==> config.mk <==
export PLATFORM = sky130hd
export DESIGN_NAME = time_register_arbiter
export DESIGN_NICKNAME = d
export VERILOG_FILES = /design/src/rtl/time_register_arbiter.sv
export SDC_FILE = /design/constraint.sdc
export NUM_CORES = 1
export LEC_CHECK = 0
export ABC_AREA = 1
export BUFFER_PORTS_ARGS = -buffer_cell sky130_fd_sc_hd__clkbuf_2
export CAP_MARGIN = 10
export CORE_MARGIN = 8
export CORE_UTILIZATION = 60
export CTS_CLUSTER_SIZE = 28
export DETAILED_ROUTE_END_ITERATION = 8
export GPL_TIMING_DRIVEN = 0
export PLACE_DENSITY = 0.81
export SYNTH_ARGS = -nofsm -noshare
export SYNTH_HDL_FRONTEND = slang
export SYNTH_SLANG_ARGS = --single-unit
==> constraint.sdc <==
create_clock -name clk -period 2.07 [get_ports clk]
set_input_delay 0.621 -clock clk [delete_from_list [all_inputs] [get_ports clk]]
set_output_delay 0.621 -clock clk [all_outputs]
set_load 0.02 [all_outputs]
==> src/rtl/time_register_arbiter.sv <==
// Shared mm:ss BCD time register with a fixed-priority writer arbiter.
// Writers are clear, the 1 s tick, minutes adjust and seconds adjust. The
// block also owns the 1 s prescaler, the finish flag and the finish blink.
module time_register_arbiter #(
  parameter int TICK_DIV  = 50000000,
  parameter int BLINK_DIV = 25000000
) (
  input  logic       clk,
  input  logic       reset,
  input  logic       run,
  input  logic       forward,
  input  logic       clr_req,
  input  logic       sec_req,
  input  logic       min_req,
  output logic [3:0] mDecimal,
  output logic [3:0] mUnit,
  output logic [3:0] sDecimal,
  output logic [3:0] sUnit,
  output logic [3:0] grant,
  output logic       tick,
  output logic       finish,
  output logic       blink
);

  localparam int PW = $clog2(TICK_DIV);
  localparam int BW = (BLINK_DIV > 1) ? $clog2(BLINK_DIV) : 1;
  localparam logic [PW-1:0] PRESC_LAST = PW'(TICK_DIV - 1);
  localparam logic [BW-1:0] BLINK_LAST = BW'(BLINK_DIV - 1);

  logic          clr_q, sec_q, min_q;
  logic [PW-1:0] presc;
  logic [BW-1:0] blink_cnt;
  logic          pend_tick, pend_min, pend_sec;
  logic          ev_clr, ev_tick, ev_min, ev_sec;
  logic          cand_clr, cand_tick, cand_min, cand_sec;
  logic          win_clr, win_tick, win_min, win_sec;
  logic [3:0]    m_t_nxt, m_u_nxt, s_t_nxt, s_u_nxt;
  logic          finish_nxt;
  logic          at_max, at_zero, at_one;

  assign ev_clr  = clr_req & ~clr_q;
  assign ev_sec  = sec_req & ~sec_q;
  assign ev_min  = min_req & ~min_q;
  assign ev_tick = run & (presc == PRESC_LAST);

  assign cand_clr  = ev_clr;
  assign cand_tick = ev_tick | pend_tick;
  assign cand_min  = ev_min | pend_min;
  assign cand_sec  = ev_sec | pend_sec;

  assign win_clr  = cand_clr;
  assign win_tick = cand_tick & ~cand_clr;
  assign win_min  = cand_min & ~cand_clr & ~cand_tick;
  assign win_sec  = cand_sec & ~cand_clr & ~cand_tick & ~cand_min;

  assign at_max  = (mDecimal == 4'd9) && (mUnit == 4'd9) && (sDecimal == 4'd5) && (sUnit == 4'd9);
  assign at_zero = (mDecimal == 4'd0) && (mUnit == 4'd0) && (sDecimal == 4'd0) && (sUnit == 4'd0);
  assign at_one  = (mDecimal == 4'd0) && (mUnit == 4'd0) && (sDecimal == 4'd0) && (sUnit == 4'd1);

  assign tick = grant[2];

  // Next time-register value and finish flag from the winning writer.
  always_comb begin
    m_t_nxt    = mDecimal;
    m_u_nxt    = mUnit;
    s_t_nxt    = sDecimal;
    s_u_nxt    = sUnit;
    finish_nxt = finish;
    if (win_clr) begin
      m_t_nxt    = 4'd0;
      m_u_nxt    = 4'd0;
      s_t_nxt    = 4'd0;
      s_u_nxt    = 4'd0;
      finish_nxt = 1'b0;
    end else if (win_tick) begin
      // Once finished, ticks are still granted but leave the value alone.
      if (!finish) begin
        if (forward) begin
          if (at_max) begin
            finish_nxt = 1'b1;
          end else if (sUnit != 4'd9) begin
            s_u_nxt = sUnit + 4'd1;
          end else begin
            s_u_nxt = 4'd0;
            if (sDecimal != 4'd5) begin
              s_t_nxt = sDecimal + 4'd1;
            end else begin
              s_t_nxt = 4'd0;
              if (mUnit != 4'd9) begin
                m_u_nxt = mUnit + 4'd1;
              end else begin
                m_u_nxt = 4'd0;
                m_t_nxt = mDecimal + 4'd1;
              end
            end
          end
        end else begin
          if (at_zero || at_one) finish_nxt = 1'b1;
          if (!at_zero) begin
            if (sUnit != 4'd0) begin
              s_u_nxt = sUnit - 4'd1;
            end else begin
              s_u_nxt = 4'd9;
              if (sDecimal != 4'd0) begin
                s_t_nxt = sDecimal - 4'd1;
              end else begin
                s_t_nxt = 4'd5;
                if (mUnit != 4'd0) begin
                  m_u_nxt = mUnit - 4'd1;
                end else begin
                  m_u_nxt = 4'd9;
                  m_t_nxt = mDecimal - 4'd1;
                end
              end
            end
          end
        end
      end
    end else if (win_min) begin
      finish_nxt = 1'b0;
      if (mUnit != 4'd9) begin
        m_u_nxt = mUnit + 4'd1;
      end else begin
        m_u_nxt = 4'd0;
        m_t_nxt = (mDecimal != 4'd9) ? mDecimal + 4'd1 : 4'd0;
      end
    end else if (win_sec) begin
      finish_nxt = 1'b0;
      if (sUnit != 4'd9) begin
        s_u_nxt = sUnit + 4'd1;
      end else begin
        s_u_nxt = 4'd0;
        s_t_nxt = (sDecimal != 4'd5) ? sDecimal + 4'd1 : 4'd0;
      end
    end
  end

  // Request edge detect, pending bookkeeping, prescaler and time register.
  always_ff @(posedge clk) begin
    if (!reset) begin
      // Load the live levels so a button held through reset is not an event.
      clr_q     <= clr_req;
      sec_q     <= sec_req;
      min_q     <= min_req;
      presc     <= '0;
      pend_tick <= 1'b0;
      pend_min  <= 1'b0;
      pend_sec  <= 1'b0;
      grant     <= 4'b0000;
      mDecimal  <= 4'd0;
      mUnit     <= 4'd0;
      sDecimal  <= 4'd0;
      sUnit     <= 4'd0;
      finish    <= 1'b0;
    end else begin
      clr_q     <= clr_req;
      sec_q     <= sec_req;
      min_q     <= min_req;
      if (win_clr || !run || presc == PRESC_LAST) presc <= '0;
      else                                         presc <= presc + PW'(1);
      // A serviced clear throws away everything else that was waiting.
      pend_tick <= cand_tick & ~win_tick & ~win_clr;
      pend_min  <= cand_min & ~win_min & ~win_clr;
      pend_sec  <= cand_sec & ~win_sec & ~win_clr;
      grant     <= {win_clr, win_tick, win_min, win_sec};
      mDecimal  <= m_t_nxt;
      mUnit     <= m_u_nxt;
      sDecimal  <= s_t_nxt;
      sUnit     <= s_u_nxt;
      finish    <= finish_nxt;
    end
  end

  // Blink phase: starts high as finish rises, then toggles each half-period.
  always_ff @(posedge clk) begin
    if (!reset) begin
      blink     <= 1'b0;
      blink_cnt <= '0;
    end else if (!finish_nxt) begin
      blink     <= 1'b0;
      blink_cnt <= '0;
    end else if (!finish) begin
      blink     <= 1'b1;
      blink_cnt <= BLINK_LAST;
    end else if (blink_cnt == '0) begin
      blink     <= ~blink;
      blink_cnt <= BLINK_LAST;
    end else begin
      blink_cnt <= blink_cnt - BW'(1);
    end
  end

endmodule

======== After elaboration in Yosys (flattened, before gate mapping) ========
Cells that the tools add are included.
word-level totals
  register bits ........................... 79
  output and inout port bits .............. 23
  word-level logic and storage cells ...... 167
  input port bits ......................... 7
cells by class
  bitwise gates (word level) .............. 32
  reduce and logical (&&, ||, !) cells .... 29
  add/sub/neg operators ................... 10
  multiplexer cells ....................... 58
  equal/unequal tests ..................... 22
operators with widths
  operator                                              number
  2-to-1 mux 4 bit                                      46
  2-to-1 mux 25 bit                                     2
  adder 26 x 1 -> 26 bit (second input constant)        1
  equality test 26 bit (second input constant)          1
  zero test 25 bit                                      1
  subtractor 25 x 1 -> 25 bit (second input constant)   1
  inequality test 3 bit (second input constant)         7
  adder 4 x 1 -> 4 bit (second input constant)          4
  bitwise AND 1 bit                                     16
  zero test 4 bit                                       4
  subtractor 4 x 1 -> 4 bit (second input constant)     4
  NOT 1 bit                                             13
  equality test 4 bit (second input constant)           3
  inequality test 4 bit (second input constant)         3
  nonzero test 4 bit                                    3
  AND reduction 11 bit                                  1
  2-to-1 mux 1 bit                                      10
  inequality test 2 bit (second input constant)         4
  AND reduction 8 bit                                   1
  logical AND 1 bit                                     7
  AND reduction 6 bit                                   1
  AND reduction 5 bit                                   1
  equality test 4 x 1 -> 1 bit (second input constant)  1
  equality test 4 x 3 -> 1 bit (second input constant)  1
  other kinds (9)                                       15

======== Logic depth before layout (Yosys ltp) ========
  depth in word-level cells ............... 12
  gate-level depth with buffers ........... 15
  mapped depth without buffers ............ 15

======== Worst setup path before layout ========
OpenSTA, ideal clock, no wires.
  path type ............................... register -> register
  start point ............................. register presc[0]
  end point ............................... register mUnit[1]
  cell stages (with the launch flop) ...... 15
  library setup time ...................... 0.113 ns
  buffers on the path ..................... 0
  arrival ................................. 1.716 ns
  setup slack ............................. 0.241 ns
  path through ............................ dfxtp_1 -> ha_1 -> nand3_1 -> inv_2 -> nand2_2 -> nor2_4 -> nand3_2 -> nand2_4 -> nand2_4 -> nand2_2 -> nand2_2 -> nor2_4 -> nand2_4 -> nor2_1 -> nor2_1
between the ends
  cells in the longest elaborated chain, start to end .. 7
RTL lines
  what                           RTL line  source
  start, declared                31        logic [PW-1:0] presc;
  start signal, assigned         160       else presc <= presc + PW'(1);
  equality test 26 bit *         44        assign ev_tick = run & (presc == PRESC_LAST);
  bitwise AND 1 bit *            44
  OR 1 bit *                     47        assign cand_tick = ev_tick | pend_tick;
  NOT 1 bit                      53        assign win_min = cand_min & ~cand_clr & ~cand_tick;
  bitwise AND 1 bit              53
  nonzero test 2 bit (no line)   n/a
  AND reduction 8 bit (no line)  n/a
  end signal, assigned           167       mUnit <= m_u_nxt;
  end, declared                  16        output logic [3:0] mUnit,
Every way passes the cells marked *; elsewhere a longest branch is shown, timed or not.
A chain may end at the register's enable or synchronous reset.

======== Worst setup path after layout ========
  start point ............................. register presc[0]
  end point ............................... register blink_cnt[4]
between the ends
  cells in the longest elaborated chain, start to end .. 11
RTL lines
  what                             RTL line  source
  equality test 26 bit *           44
  bitwise AND 1 bit *              44
  OR 1 bit *                       47
  NOT 1 bit                        53, 54
  bitwise AND 1 bit (2 in a row)   54        assign win_sec = cand_sec & ~cand_clr & ~cand_tick & ~cand_min;
  2-to-1 mux 1 bit                 127       end else if (win_sec) begin
  2-to-1 mux 1 bit                 119       end else if (win_min) begin
  2-to-1 mux 1 bit *               75        end else if (win_tick) begin
  2-to-1 mux 1 bit *               69        if (win_clr) begin
  AND reduction 2 bit (no line) *  n/a
  end signal, assigned             189       blink_cnt <= blink_cnt - BW'(1);
  end, declared                    32        logic [BW-1:0] blink_cnt;
Marked as above.

==> impl_metrics.csv <==
group,metric,value,unit
outcome,run_status,"completed",
worst_setup_path,worstPathCellList,"ha_4 -> nand3_4 -> inv_4 -> nand2_2 -> nor2_4 -> nand3_2 -> nand2_4 -> nand4_1 -> nand3_2 -> nand2_4 -> buf_4 -> a21oi_1",
yosys,syn_area,4290,um2
cts,htree_levels,3,
timing,setup_viol,0,
global_route,antenna_found_initial,0,
yosys,synth-async-reset-ratio,0,%
finish,fin_area,4920,um2
yosys,postSynthCellCount,631,
power,switching_power,1090,uW
placement,post-dp-hpwl,7060,um
finish,nNetsFinal,693,
yosys,synth_top_cell_area_share,36.9,%
timing,max_freq,508,MHz
cts,clock_latency,360,ps
worst_setup_path,start_kind,"flop",
worst_setup_path,critPathMaxStageDelay,360,ps
cts,cts_tree,"yes",
routing,post_drt_wl_per_cell,12.0,um
worst_setup_path,slowest_stage,"dfxtp_2",
power,p_leak,0.00222,uW
worst_hold_path,hp-class,"in2reg",
yosys,ys_types,39,
placement,gp_congestion,0.851,
finish,final_cells,783,
timing,hold_ws,374,ps
timing,hold_violations,0,
timing,tightest_slew,528,ps
global_route,gr-total-overflow,0,
timing,rsz0062_at_grt,"true",
routing,vias,4144,
yosys,synth_warnings,0,
worst_setup_path,required,2360,ps
power,p_seq_share,46.1,%
yosys,synth.area.top_cells,"dfxtp_1 37%, nor2_1 11%, nand2_1 11%",
cts,cts.sinks,79,
routing,first_iter_violations,192,
placement,portBuffers,29,
yosys,synth-main-ff-cell,"dfxtp_1",
yosys,yosys.area.top_type,"dfxtp_1",
power,irDropWorstVdd,0.000564,V
global_route,grt_max_degree,15,
routing,drt_wl_total,9430,um
timing,timing.final.crit_share,95.1,%
job,cap_violations,0,
worst_setup_path,setup.worst_path.class,"reg2reg",
finish,drive_gt1_share,16.4,%
yosys,synth_edf_count,0,
die,initial_core_util,60.4,%
global_route,grt_pass1_vias,3878,
power,internal_power,2440,uW
placement,post_dp_cell_area,4560,um2
timing,finClkSkew,11.5,ps
cts,cts_buffer_depth,2,
cts,cts_buffers,9,
routing,drc,0,
global_route,grtUsageTotal,19.4,%
cts,clkTransAtPathRegs,90,ps
timing,relSlewSlack,64.8,%
die,die_y,101,um
power,p_sw_share,30.8,%
finish,utilization,69.3,%
die,core_area,7100,um2
finish,area_delta_synth_final,14.7,%
yosys,avgSynthCellArea,6.80,um2
power,totalPowerFinal,3520,uW
routing,vias_per_cell,5.29,
worst_setup_path,endpoint_kind,"flop",
yosys,yosysSeqAreaShare,36.9,%
worst_setup_path,worstPathArrival,2250,ps
routing,dr.pass1.iters,5,
die,die_w,101,um
yosys,ys_ff_latch,79,
cts,cts_root_buffer,"clkbuf_8",
yosys,syn_nets,645,
routing,ant_nets,0,
power,power.density,716,nW/um2
finish,antenna_cells,0,
worst_setup_path,crit_fanout,7,
power,pwr-share-comb,19.1,%
global_route,grt_pass1_wl,16200,um
finish,layout_common_cells,"121 x nor2_1, 121 x nand2_1, 74 x dfxtp_1, 69 x inv_1, 41 x a21oi_1",
cts,cts_hold_buffers,0,
timing,min_period,1970,ps
placement,dp.cells,759,
die,die-area,10100,um2
timing,slew_violations,0,
die,num_rows,31,
power,clkPwrFrac,34.8,%
die,num_io_pins,30,
finish,fill_cells,590,
through the flow:
| step | TNS (ps) | worst slack [ps] |
|---|---|---|
| floorplan | 0 | 241 |
| global placement | -4040 | -173 |
| detailed placement | -5420 | -208 |
| CTS | 0 | 22.2 |
| global route | -86.1 | -45.5 |
| finish | 0 | 100 |
path summary, 6_finish.rpt:
path                                start            to  slack [ps]  cells past startpoint
worst min register to register  presc[25]     presc[25]         480                      2
worst min-delay path              min_req         min_q         370                      1
worst max-delay path             presc[0]  blink_cnt[4]         100                     12
worst max register to register   presc[0]  blink_cnt[4]         100                     12
power groups by stage:
stage               clock [uW]  sequential (uW)  combinational, uW
finish                    1220             1630                674
global route              1310             1630                775
CTS                       1250             1620                650
detailed placement           0             1660                641
global placement             0             1650                626
floorplan                    0             1680                473
sequential cells by signal, indices dropped and copies added, names as in the netlist:
| register | count |
|---|---|
| presc | 26 |
| blink_cnt | 25 |
| grant | 4 |
| mDecimal | 4 |
| mUnit | 4 |
| sDecimal | 4 |
| sUnit | 4 |
| blink | 1 |
| clr_q | 1 |
| finish | 1 |
| min_q | 1 |
| pend_min | 1 |
| pend_sec | 1 |
| pend_tick | 1 |
| sec_q | 1 |
per-layer routing:
metal | track usage [%] | up-vias | share of wire [%]
li1 | - | 2114 | -
met3 | 4.97 | 18 | 6.4
met4 | 7.91 | 0 | 1.7
met5 | 0 | - | 0
met1 | 22.1 | 1888 | 44
met2 | 33.8 | 124 | 48
cell type report:
cell class	count	area, um2	area share [%]
clock buffers	11	151	3.08
flip-flops and latches	79	1590	32.3
repair buffers	37	205	4.17
plain buffers	7	55.1	1.12
well taps	99	124	2.52
clock inverters	5	63.8	1.30
inverters	77	293	5.95
multi-input cells	468	2440	49.6
logic make-up after synthesis:
kind of cell | share of synthesized area, %
AOI/OAI and AO/OA | 10.1
xor gates and xnor gates | 5.11
adders and majority gates | 2.04
buffers and inverters | 8.05
DFF | 36.9
other | 0.0875
and+or+nand+nor | 37.8
synthesized netlist by cell type (all sizes together) (7+ instances only):
cell type and n:
xnor2 12, o21ai 31, nand2 134, a21oi 42, nand3 33, inv 74, nand3b 7, dfxtp 79
nor3 21, nor2 136, ha 7, nand4 9, xor2 13
timing repair:
item	4_1_cts	5_1_grt
buffers inserted	3	5
setup endpoints to repair	28	38
resized for setup	5	20
pin swaps	3	8
critical path, delay by kind of cell, from the launching register on:
kind,cells,cell delay [ps]
compound gates,1,140
fa+ha+maj,1,150
buf+inv,2,240
flops,1,360
simple gates,8,1000
No activity file was read; power rests on OpenSTA's default activity.
